==> src/rtl/pipe_stage_reg.sv <==
// pipe_stage_reg: reusable inter-stage pipeline register with valid/ready
// handshake, synchronous flush (bubble insertion) and asynchronous reset.
// Optional skid buffer: define PIPE_SKID_EN to build the two-entry variant
// with a registered in_ready; undefined builds the single-register stage.
module pipe_stage_reg #(
  parameter int unsigned        DATA_W    = 32,
  parameter logic [DATA_W-1:0]  NOP_VALUE = '0
) (
  input  logic              clk,
  input  logic              rst,
  input  logic              flush,
  input  logic              in_valid,
  output logic              in_ready,
  input  logic [DATA_W-1:0] in_data,
  output logic              out_valid,
  input  logic              out_ready,
  output logic [DATA_W-1:0] out_data
);

`ifdef PIPE_SKID_EN

  typedef enum logic [1:0] {EMPTY, ONE, TWO} state_t;

  state_t            state, state_nxt;
  logic [DATA_W-1:0] main_q, main_nxt;
  logic [DATA_W-1:0] skid_q, skid_nxt;
  logic              ready_q;
  logic              in_fire, out_fire;

  assign in_fire   = in_valid & ready_q;
  assign out_fire  = (state != EMPTY) & out_ready;
  assign in_ready  = ready_q;
  assign out_valid = (state != EMPTY);
  assign out_data  = main_q;

  // Next-state and datapath selection; flush overrides every other event.
  always_comb begin
    state_nxt = state;
    main_nxt  = main_q;
    skid_nxt  = skid_q;
    if (flush) begin
      state_nxt = EMPTY;
      main_nxt  = NOP_VALUE;
      skid_nxt  = NOP_VALUE;
    end else begin
      case (state)
        EMPTY: begin
          if (in_fire) begin
            state_nxt = ONE;
            main_nxt  = in_data;
          end
        end
        ONE: begin
          if (in_fire && out_fire) begin
            main_nxt = in_data;
          end else if (in_fire) begin
            state_nxt = TWO;
            skid_nxt  = in_data;
          end else if (out_fire) begin
            state_nxt = EMPTY;
            main_nxt  = NOP_VALUE;
          end
        end
        TWO: begin
          if (out_fire) begin
            state_nxt = ONE;
            main_nxt  = skid_q;
            skid_nxt  = NOP_VALUE;
          end
        end
        default: begin
          state_nxt = EMPTY;
          main_nxt  = NOP_VALUE;
          skid_nxt  = NOP_VALUE;
        end
      endcase
    end
  end

  // State, payload and registered in_ready (computed from next state so it
  // tracks state != TWO without a combinational path from out_ready).
  always_ff @(posedge clk or posedge rst) begin
    if (rst) begin
      state   <= EMPTY;
      main_q  <= NOP_VALUE;
      skid_q  <= NOP_VALUE;
      ready_q <= 1'b1;
    end else begin
      state   <= state_nxt;
      main_q  <= main_nxt;
      skid_q  <= skid_nxt;
      ready_q <= (state_nxt != TWO);
    end
  end

`else

  logic              valid_q;
  logic [DATA_W-1:0] main_q;
  logic              in_fire, out_fire;

  assign in_ready  = ~valid_q | out_ready;
  assign in_fire   = in_valid & in_ready;
  assign out_fire  = valid_q & out_ready;
  assign out_valid = valid_q;
  assign out_data  = main_q;

  // Single holding register: load on accept, drop to bubble on drain/flush.
  always_ff @(posedge clk or posedge rst) begin
    if (rst) begin
      valid_q <= 1'b0;
      main_q  <= NOP_VALUE;
    end else if (flush) begin
      valid_q <= 1'b0;
      main_q  <= NOP_VALUE;
    end else if (in_fire) begin
      valid_q <= 1'b1;
      main_q  <= in_data;
    end else if (out_fire) begin
      valid_q <= 1'b0;
      main_q  <= NOP_VALUE;
    end
  end

`endif

endmodule

==> config.mk <==
export PLATFORM = sky130hd
export DESIGN_NAME = pipe_stage_reg
export DESIGN_NICKNAME = d
export VERILOG_FILES = /design/src/rtl/pipe_stage_reg.sv
export SDC_FILE = /design/constraint.sdc
export NUM_CORES = 1
export LEC_CHECK = 0
export CELL_PAD_IN_SITES_DETAIL_PLACEMENT = 1
export CELL_PAD_IN_SITES_GLOBAL_PLACEMENT = 1
export CORE_ASPECT_RATIO = 0.75
export CORE_UTILIZATION = 44
export DETAILED_ROUTE_END_ITERATION = 12
export DONT_BUFFER_PORTS = 1
export HOLD_SLACK_MARGIN = 0.1
export PLACE_DENSITY = 0.85
export SLEW_MARGIN = 15
export SYNTH_ARGS = -nofsm -noshare
export SYNTH_HDL_FRONTEND = slang
export SYNTH_SLANG_ARGS = --single-unit
==> constraint.sdc <==
create_clock -name clk -period 1 [get_ports clk]
set_clock_uncertainty 0.05 [all_clocks]
set_input_delay 0.1 -clock clk [delete_from_list [all_inputs] [get_ports clk]]
set_output_delay 0.1 -clock clk [all_outputs]
set_load 0.05 [all_outputs]
==> impl_metrics.csv, run 1 <==
group,metric,value,unit
place,place.gp.congestion,0.701,
yosys,synth_top_area_cell,"dfrtp_1",
global_routing,grt_start_max_net_pins,66,
global_routing,antenna_found_initial,0,
clock_network,clockBufferDepth,2,
yosys,netlist_top_cells_area,"dfrtp_1 43%, o32ai_2 25%, nand2b_1 21%",
yosys,yosysWarnings,0,
yosys,yosysSeqAreaShare,43.0,%
run_status,error,"[ERROR DPL-0033] detailed placement checks failed during check placement.",
die,die_h,59.2,um
place,hpwl,3050,um
run_status,failed_stage,"5_1_grt",
clock_network,cts.sinks,33,
yosys,synth_cell_types,14,
yosys,synth_edf_count,0,
die,die_w,78.3,um
yosys,ys_ff_latch,33,
die,floorplan.initialDensity,46.8,%
clock_network,htreeDepth,2,
die,ioPinCount,71,
sta,worst_endpoint_kind,"output port",
clock_network,numCtsBuffers,5,
place,place.port_buffers,0,
clock_network,cts_root_buffer,"clkbuf_8",
yosys,synth_cells,152,
die,rows,20,
run_status,status,"did not finish",
sta,worst_endpoint,"in_ready",
yosys,yosysTopAreaCellShare,43.0,%
place,place_ws,-0.360,ns
yosys,syn_avg_cell_area,12.6,sq um
yosys,async_flop_share,100,%
yosys,netlist_area,1920,sq um
yosys,ys.flop_type,"dfrtp_1",
yosys,yosys.cell_count.top_type,"nand2b_1",
yosys,yosys-top-cells-count,"64 x nand2b_1, 33 x dfrtp_1, 29 x o32ai_2",
yosys,synth_nets,189,
cells by family after synthesis:
| group | synth area share (%) |
|---|---|
| buffers and inverters | 8.21 |
| muxes | 0.782 |
| AOI/OAI and AO/OA | 26.4 |
| DFF | 43.0 |
| and+or+nand+nor | 21.6 |
through the flow:
stage / area, sq um / instances / utilization [%]
after floorplan: 1940 / 152 / -
after global placement: 2210 / 230 / 53.8
after detailed placement: 2210 / 230 / 53.8
after CTS: 2970 / 284 / 72.3
repair_timing:
| action | in CTS |
|---|---|
| resized for setup | 44 |
| hold buffers | 33 |
| setup endpoints to repair | 67 |
| buffers inserted | 9 |
| hold endpoints to repair | 66 |
| gates cloned | 4 |
| pin swaps | 2 |
==> inputs of run 2 (changes only) <==
==> config.mk (replaced) <==
export PLATFORM = sky130hd
export DESIGN_NAME = pipe_stage_reg
export DESIGN_NICKNAME = d
export VERILOG_FILES = /design/src/rtl/pipe_stage_reg.sv
export SDC_FILE = /design/constraint.sdc
export NUM_CORES = 1
export LEC_CHECK = 0
export CORE_UTILIZATION = 40
export DETAILED_ROUTE_END_ITERATION = 12
export DONT_BUFFER_PORTS = 1
export PLACE_DENSITY_LB_ADDON = 0.15
export SLEW_MARGIN = 15
export SYNTH_ARGS = -nofsm -noshare
export SYNTH_HDL_FRONTEND = slang
export SYNTH_SLANG_ARGS = --single-unit
==> constraint.sdc (replaced) <==
create_clock -name clk -period 1.3 [get_ports clk]
set_clock_uncertainty 0.05 [all_clocks]
set_input_delay 0.13 -clock clk [delete_from_list [all_inputs] [get_ports clk]]
set_output_delay 0.13 -clock clk [all_outputs]
set_load 0.05 [all_outputs]
==> run 2 against run 1 <==
Compared with the run above: the flow now finishes, with violations (DRC, hold timing); synthesized area unchanged; synthesized cell count unchanged.
==> impl_metrics.csv, run 2 <==
group,metric,value,unit
run_status,status,"finished, violations left",
run_status,violations,"DRC, hold timing",
place,place_inst,228,
worst_setup_path,crit_fanout,3,
detailed_routing,drc,6,
layout,mostFrequentLayoutCell,"nand2b_1",
clock_network,clockBufferDepth,2,
yosys,yosysTopAreaCellShare,43.0,%
clock_network,cts_tree,"yes",
die,rows,24,
sta,period_share,99.6,%
yosys,netlist_top_cells_area,"dfrtp_1 43%, o32ai_2 25%, nand2b_1 21%",
power,p_leak,1.12,nW
layout,antenna_cells,0,
hold_path,min_from,"out_ready",
yosys,netlist_area,1920,sq um
die,floorplan.initialDensity,42.9,%
detailed_routing,detail-route-antenna-nets,0,
global_routing,grtUsageTotal,19.0,%
yosys,syn_avg_cell_area,12.6,sq um
power,power,0.00263,W
power,p_per_area,978,nW/um^2
die,ioPinCount,71,
sta,whs,-0.0303,ns
sta,fmax,773,MHz
worst_setup_path,endpoint_kind,"output port",
yosys,yosysWarnings,0,
global_routing,antenna_found_initial,0,
sta,relSlewSlack,71.7,%
die,die_area,5080,sq um
worst_setup_path,crit_path_start_kind,"register",
yosys,synth_cell_types,14,
clock_network,clk_latency,0.28,ns
sta,min_period,1.29,ns
sta,worstMarginPinSlew,0.424,ns
layout,area_growth,40.2,%
yosys,ys_ff_latch,33,
detailed_routing,drt-wirelength-per-cell,16.8,um
place,place.port_buffers,0,
place,hpwl,2740,um
hold_path,hold_path_class,"in -> reg",
clock_network,cts.sinks,33,
layout,nets,256,
yosys,synth_nets,189,
detailed_routing,finalWirelength,4570,um
worst_setup_path,timing.rr.end,"out_data[20]",
sta,rsz0062_at_grt,"true",
sta,finalMaxSlewViolations,0,
detailed_routing,viasPerCell,5.38,
clock_network,htreeDepth,2,
sta,hold_viol,1,
yosys,yosysSeqAreaShare,43.0,%
yosys,synth_cells,152,
yosys,synth_top_area_cell,"dfrtp_1",
layout,largest_reg_flops,32,
global_routing,grt_remaining_overflow,0,
yosys,ys.flop_type,"dfrtp_1",
place,place.gp.congestion,0.686,
die,die_w,71.3,um
worst_setup_path,r2r_start,"out_valid",
global_routing,grt_pass1_vias,1480,
worst_setup_path,critPathKind,"reg -> out",
worst_setup_path,worst-r2r-cell-count,4,
sta,setup_violations,0,
layout,layout_common_cells,"64 x nand2b_1, 38 x buf_4, 35 x dlygate4sd3_1",
clock_network,cts_root_buffer,"clkbuf_8",
hold_path,hold_depth,3,
yosys,async_flop_share,100,%
global_routing,grt_start_max_net_pins,58,
die,core-area,4470,sq um
worst_setup_path,r2r_slack,0.04,ns
detailed_routing,vias,1464,
worst_setup_path,cp.required,1.12,ns
global_routing,grt_pass1_wl,7510,um
yosys,yosys-top-cells-count,"64 x nand2b_1, 33 x dfrtp_1, 29 x o32ai_2",
yosys,synth_edf_count,0,
detailed_routing,first_pass_iters,8,
clock_network,clk_pin_slew,0.07,ns
yosys,yosys.cell_count.top_type,"nand2b_1",
layout,layout.cells.non_filler,272,
power,vdd_ir_drop_max,571,uV
layout,drive_gt1_share,39.1,%
worst_setup_path,arrival,1.11,ns
job,max_cap_viol_count,0,
die,die_h,71.3,um
clock_network,numCtsBuffers,5,
detailed_routing,drt-initial-drc-count,62,
hold_path,min_to,"out_valid",
-- run 2: cell counts after synthesis --
Identical to the previous run, type by type.
-- run 2: cell families after synthesis --
family	after synthesis	synth area share [%]
muxes	1	0.782
and+or+nand+nor	65	21.6
AOI/OAI and AO/OA	33	26.4
DFF	33	43.0
buffers and inverters	20	8.21
-- run 2: timing repair --
| action | 4_1_cts | 5_1_grt |
|---|---|---|
| hold buffers | 34 | 1 |
| setup endpoints to repair | 33 | 19 |
| setup buffers | 2 | 0 |
| hold endpoints to repair | 65 | 5 |
| resized for setup | 3 | 4 |
| pin swaps | 0 | 6 |
-- run 2: stage by stage --
step / instance area (sq um) / worst slack [ns] / util (%) / setup TNS [ns]
floorplan: 1930 / -0.00307 / - / -0.0276
global placement: 2190 / 0.0202 / 48.9 / 0
detailed placement: 2190 / -0.0420 / 48.9 / -0.562
CTS: 2670 / 0.000269 / 59.6 / 0
global route: 2690 / -0.0544 / 60.1 / -0.108
finish: 2690 / 0.00567 / 60.1 / 0
-- run 2: how the worst max path moves through the flow --
| stage | start | end | cells past startpoint |
|---|---|---|---|
| 6_report | out_valid | in_ready | 3 |
| 5_1_grt | out_valid | in_ready | 3 |
| 4_1_cts | out_valid | out_data[1] | 4 |
| 3_5_place_dp | out_valid | out_data[2] | 2 |
| 3_3_place_gp | out_valid | out_data[11] | 2 |
| 2_1_floorplan | out_valid | out_data[10] | 4 |
-- run 2: per-layer routing --
layer / global-route usage [%] / routed length (um) / up-vias
li1: - / - / 670
met1: 25.5 / 2020 / 740
met2: 30.3 / 2250 / 49
met3: 5.49 / 268 / 5
met4: 4.67 / 43 / 0
met5: 0 / 0 / -
-- run 2: area by class of cell --
type / count / area [sq um]
fill: 347 / 1780
multi-input combinational: 99 / 992
sequential: 33 / 827
timing repair buffer: 77 / 707
clock buffer: 6 / 72.6
tap: 52 / 65.1
inverter: 3 / 16.3
clock inverter: 2 / 10.0
-- run 2: critical path: stages (launching register included) --
cell	delay, ns
dfrtp_2	0.40
nor2b_4	0.24
inv_6	0.05
buf_12	0.14
-- run 2: where the power goes --
part | internal, W | switching, W
registers | 0.00109 | 0.0000359
clock network | 0.000371 | 0.000375
logic | 0.000317 | 0.000445
total | 0.00177 | 0.000855
(Power assumes the default switching activity.)
==> inputs of run 3 (changes only) <==
--- a/config.mk
+++ b/config.mk
@@ -5,10 +5,11 @@
 export SDC_FILE = /design/constraint.sdc
 export NUM_CORES = 1
 export LEC_CHECK = 0
+export ABC_AREA = 0
 export CORE_UTILIZATION = 40
 export DETAILED_ROUTE_END_ITERATION = 12
 export DONT_BUFFER_PORTS = 1
-export PLACE_DENSITY_LB_ADDON = 0.15
+export PLACE_DENSITY_LB_ADDON = 0.2
 export SLEW_MARGIN = 15
 export SYNTH_ARGS = -nofsm -noshare
 export SYNTH_HDL_FRONTEND = slang
==> run 3 against run 2 <==
Compared with the run above: the flow finishes with violations (DRC, setup timing); non-clock buffer count grew 4; fmax down 1.0%; utilization rose by 1.4 points; sequential cell count unchanged; combinational power grew 1%; via count increased by 1.2%; critical path depth rose by 1; power rose by 10%; critical endpoint unchanged; highest routed layer unchanged.
==> impl_metrics.csv, run 3 (synthesis gave the netlist of run 2 again) <==
group,metric,value,unit
layout,drive_gt1_share,40.0,%
job,max_cap_viol_count,0,
sta,relSlewSlack,71.0,%
worst_setup_path,critPathKind,"reg -> out",
global_routing,grt_pass1_vias,1600,
run_status,violations,"DRC, setup timing",
worst_setup_path,cp.buffers_inverters,3,
layout,antenna_cells,0,
die,rows,24,
worst_setup_path,slowest_stage,"dfrtp_2",
power,p_per_area,1050,nW/um^2
detailed_routing,detail-route-antenna-nets,0,
global_routing,grtUsageTotal,19.3,%
detailed_routing,drc,6,
clock_network,htreeDepth,2,
sta,setup_violations,2,
place,hpwl,2740,um
layout,nets,261,
worst_setup_path,cpLargestDelayFamily,"flip-flops",
die,floorplan.initialDensity,42.9,%
worst_setup_path,cpMostUsedCell,"buf_12",
place,place_ws,-0.0468,ns
die,die_area,5080,sq um
worst_setup_path,critPathMaxStageDelay,0.37,ns
layout,design_area,2750,sq um
global_routing,grt_start_max_net_pins,56,
worst_setup_path,timing.rr.end,"out_data[4]",
hold_path,hold_path_class,"in -> reg",
layout,largest_reg_flops,32,
hold_path,min_from,"flush",
power,vdd_ir_drop_max,759,uV
clock_network,clk_latency,0.28,ns
global_routing,grt_remaining_overflow,0,
detailed_routing,drt-wirelength-per-cell,17.5,um
die,core-area,4470,sq um
worst_setup_path,crit_fanout,3,
die,die_h,71.3,um
worst_setup_path,endpoint_kind,"output port",
sta,fmax,765,MHz
hold_path,hold_depth,2,
detailed_routing,vias,1482,
detailed_routing,drt-initial-drc-count,97,
sta,period_share,101,%
sta,worstMarginPinSlew,0.436,ns
layout,mostFrequentLayoutCell,"nand2b_1",
detailed_routing,viasPerCell,5.35,
sta,min_period,1.31,ns
die,ioPinCount,71,
global_routing,grt_pass1_wl,7580,um
power,p_leak,1.15,nW
worst_setup_path,cp.required,1.12,ns
clock_network,clk_pin_slew,0.07,ns
worst_setup_path,crit_path_start_kind,"register",
clock_network,clockBufferDepth,2,
clock_network,numCtsBuffers,5,
clock_network,cts_tree,"yes",
sta,finalSetupTns,-0.0149,ns
run_status,status,"finished, violations left",
layout,nFillCells,342,
sta,setup_ws,-0.00766,ns
sta,finalMaxSlewViolations,0,
sta,rsz0062_at_grt,"true",
worst_setup_path,worst-r2r-cell-count,4,
clock_network,cts_root_buffer,"clkbuf_8",
place,place.gp.congestion,0.666,
clock_network,cts.sinks,33,
detailed_routing,first_pass_iters,8,
worst_setup_path,r2r_slack,-0.008,ns
layout,area_growth,43.4,%
sta,hold_viol,0,
global_routing,antenna_found_initial,0,
place,place.port_buffers,0,
worst_setup_path,arrival,1.13,ns
hold_path,min_to,"out_data[5]",
place,placed_cell_area,2170,sq um
worst_setup_path,path_cells,"nor2b_4, buf_12, clkinv_8, buf_12",
layout,layout_common_cells,"64 x nand2b_1, 42 x buf_4, 36 x dlygate4sd3_1",
worst_setup_path,r2r_start,"out_valid",
detailed_routing,finalWirelength,4840,um
sta,whs,0.00723,ns
die,die_w,71.3,um
run 3: area by class of cell:
class                      count  area (sq um)  area share [%]
clock inverter                 1          30.0            1.09
tap                           52          65.1            2.36
timing repair buffer          81           736            26.7
inverter                       3          23.8           0.864
clock buffer                   7          86.3            3.14
sequential                    33           827            30.0
multi-input combinational    100           985            35.8
run 3: per-stage QoR:
step | power [W] | std cells | util (%)
detailed placement | 0.00178 | 226 | 48.6
global route | 0.00302 | 277 | 61.5
finish | 0.00290 | 277 | 61.5
global placement | 0.00177 | 226 | 48.6
CTS | 0.00289 | 272 | 60.0
floorplan | 0.00166 | 152 | -
run 3: worst max-delay path by stage:
| stage | to | startpoint | cells after the start |
|---|---|---|---|
| 2_1_floorplan | out_data[10] | out_valid | 4 |
| 3_3_place_gp | out_data[4] | out_valid | 2 |
| 3_5_place_dp | out_data[2] | out_valid | 2 |
| 4_1_cts | in_ready | out_valid | 4 |
| 5_1_grt | in_ready | out_valid | 4 |
| 6_report | in_ready | out_valid | 4 |
run 3: metal layers:
layer  routed length, um  vias up  GRT usage [%]  part of all wire [%]
met5                   0        -              0                     0
li1                    -      683              -                     -
met4                  89        0           7.56                   1.8
met2                2360       67           32.3                    49
met1                2060      721           23.6                    43
met3                 333       11           5.63                   6.9
run 3: where the power goes:
group | internal (W) | total (W) | leakage (nW) | switching, W
Clock | 0.000625 | 0.00100 | 0.0585 | 0.000378
Combinational | 0.000323 | 0.000772 | 0.653 | 0.000449
Sequential | 0.00109 | 0.00112 | 0.440 | 0.0000371
run 3: repair_timing:
item / 4_1_cts / 5_1_grt
gates cloned: 0 / 1
endpoints found under the hold margin: 66 / 2
hold buffers: 34 / 2
setup buffers: 4 / 2
gates resized for setup: 3 / 3
endpoints found under the setup margin: 33 / 24
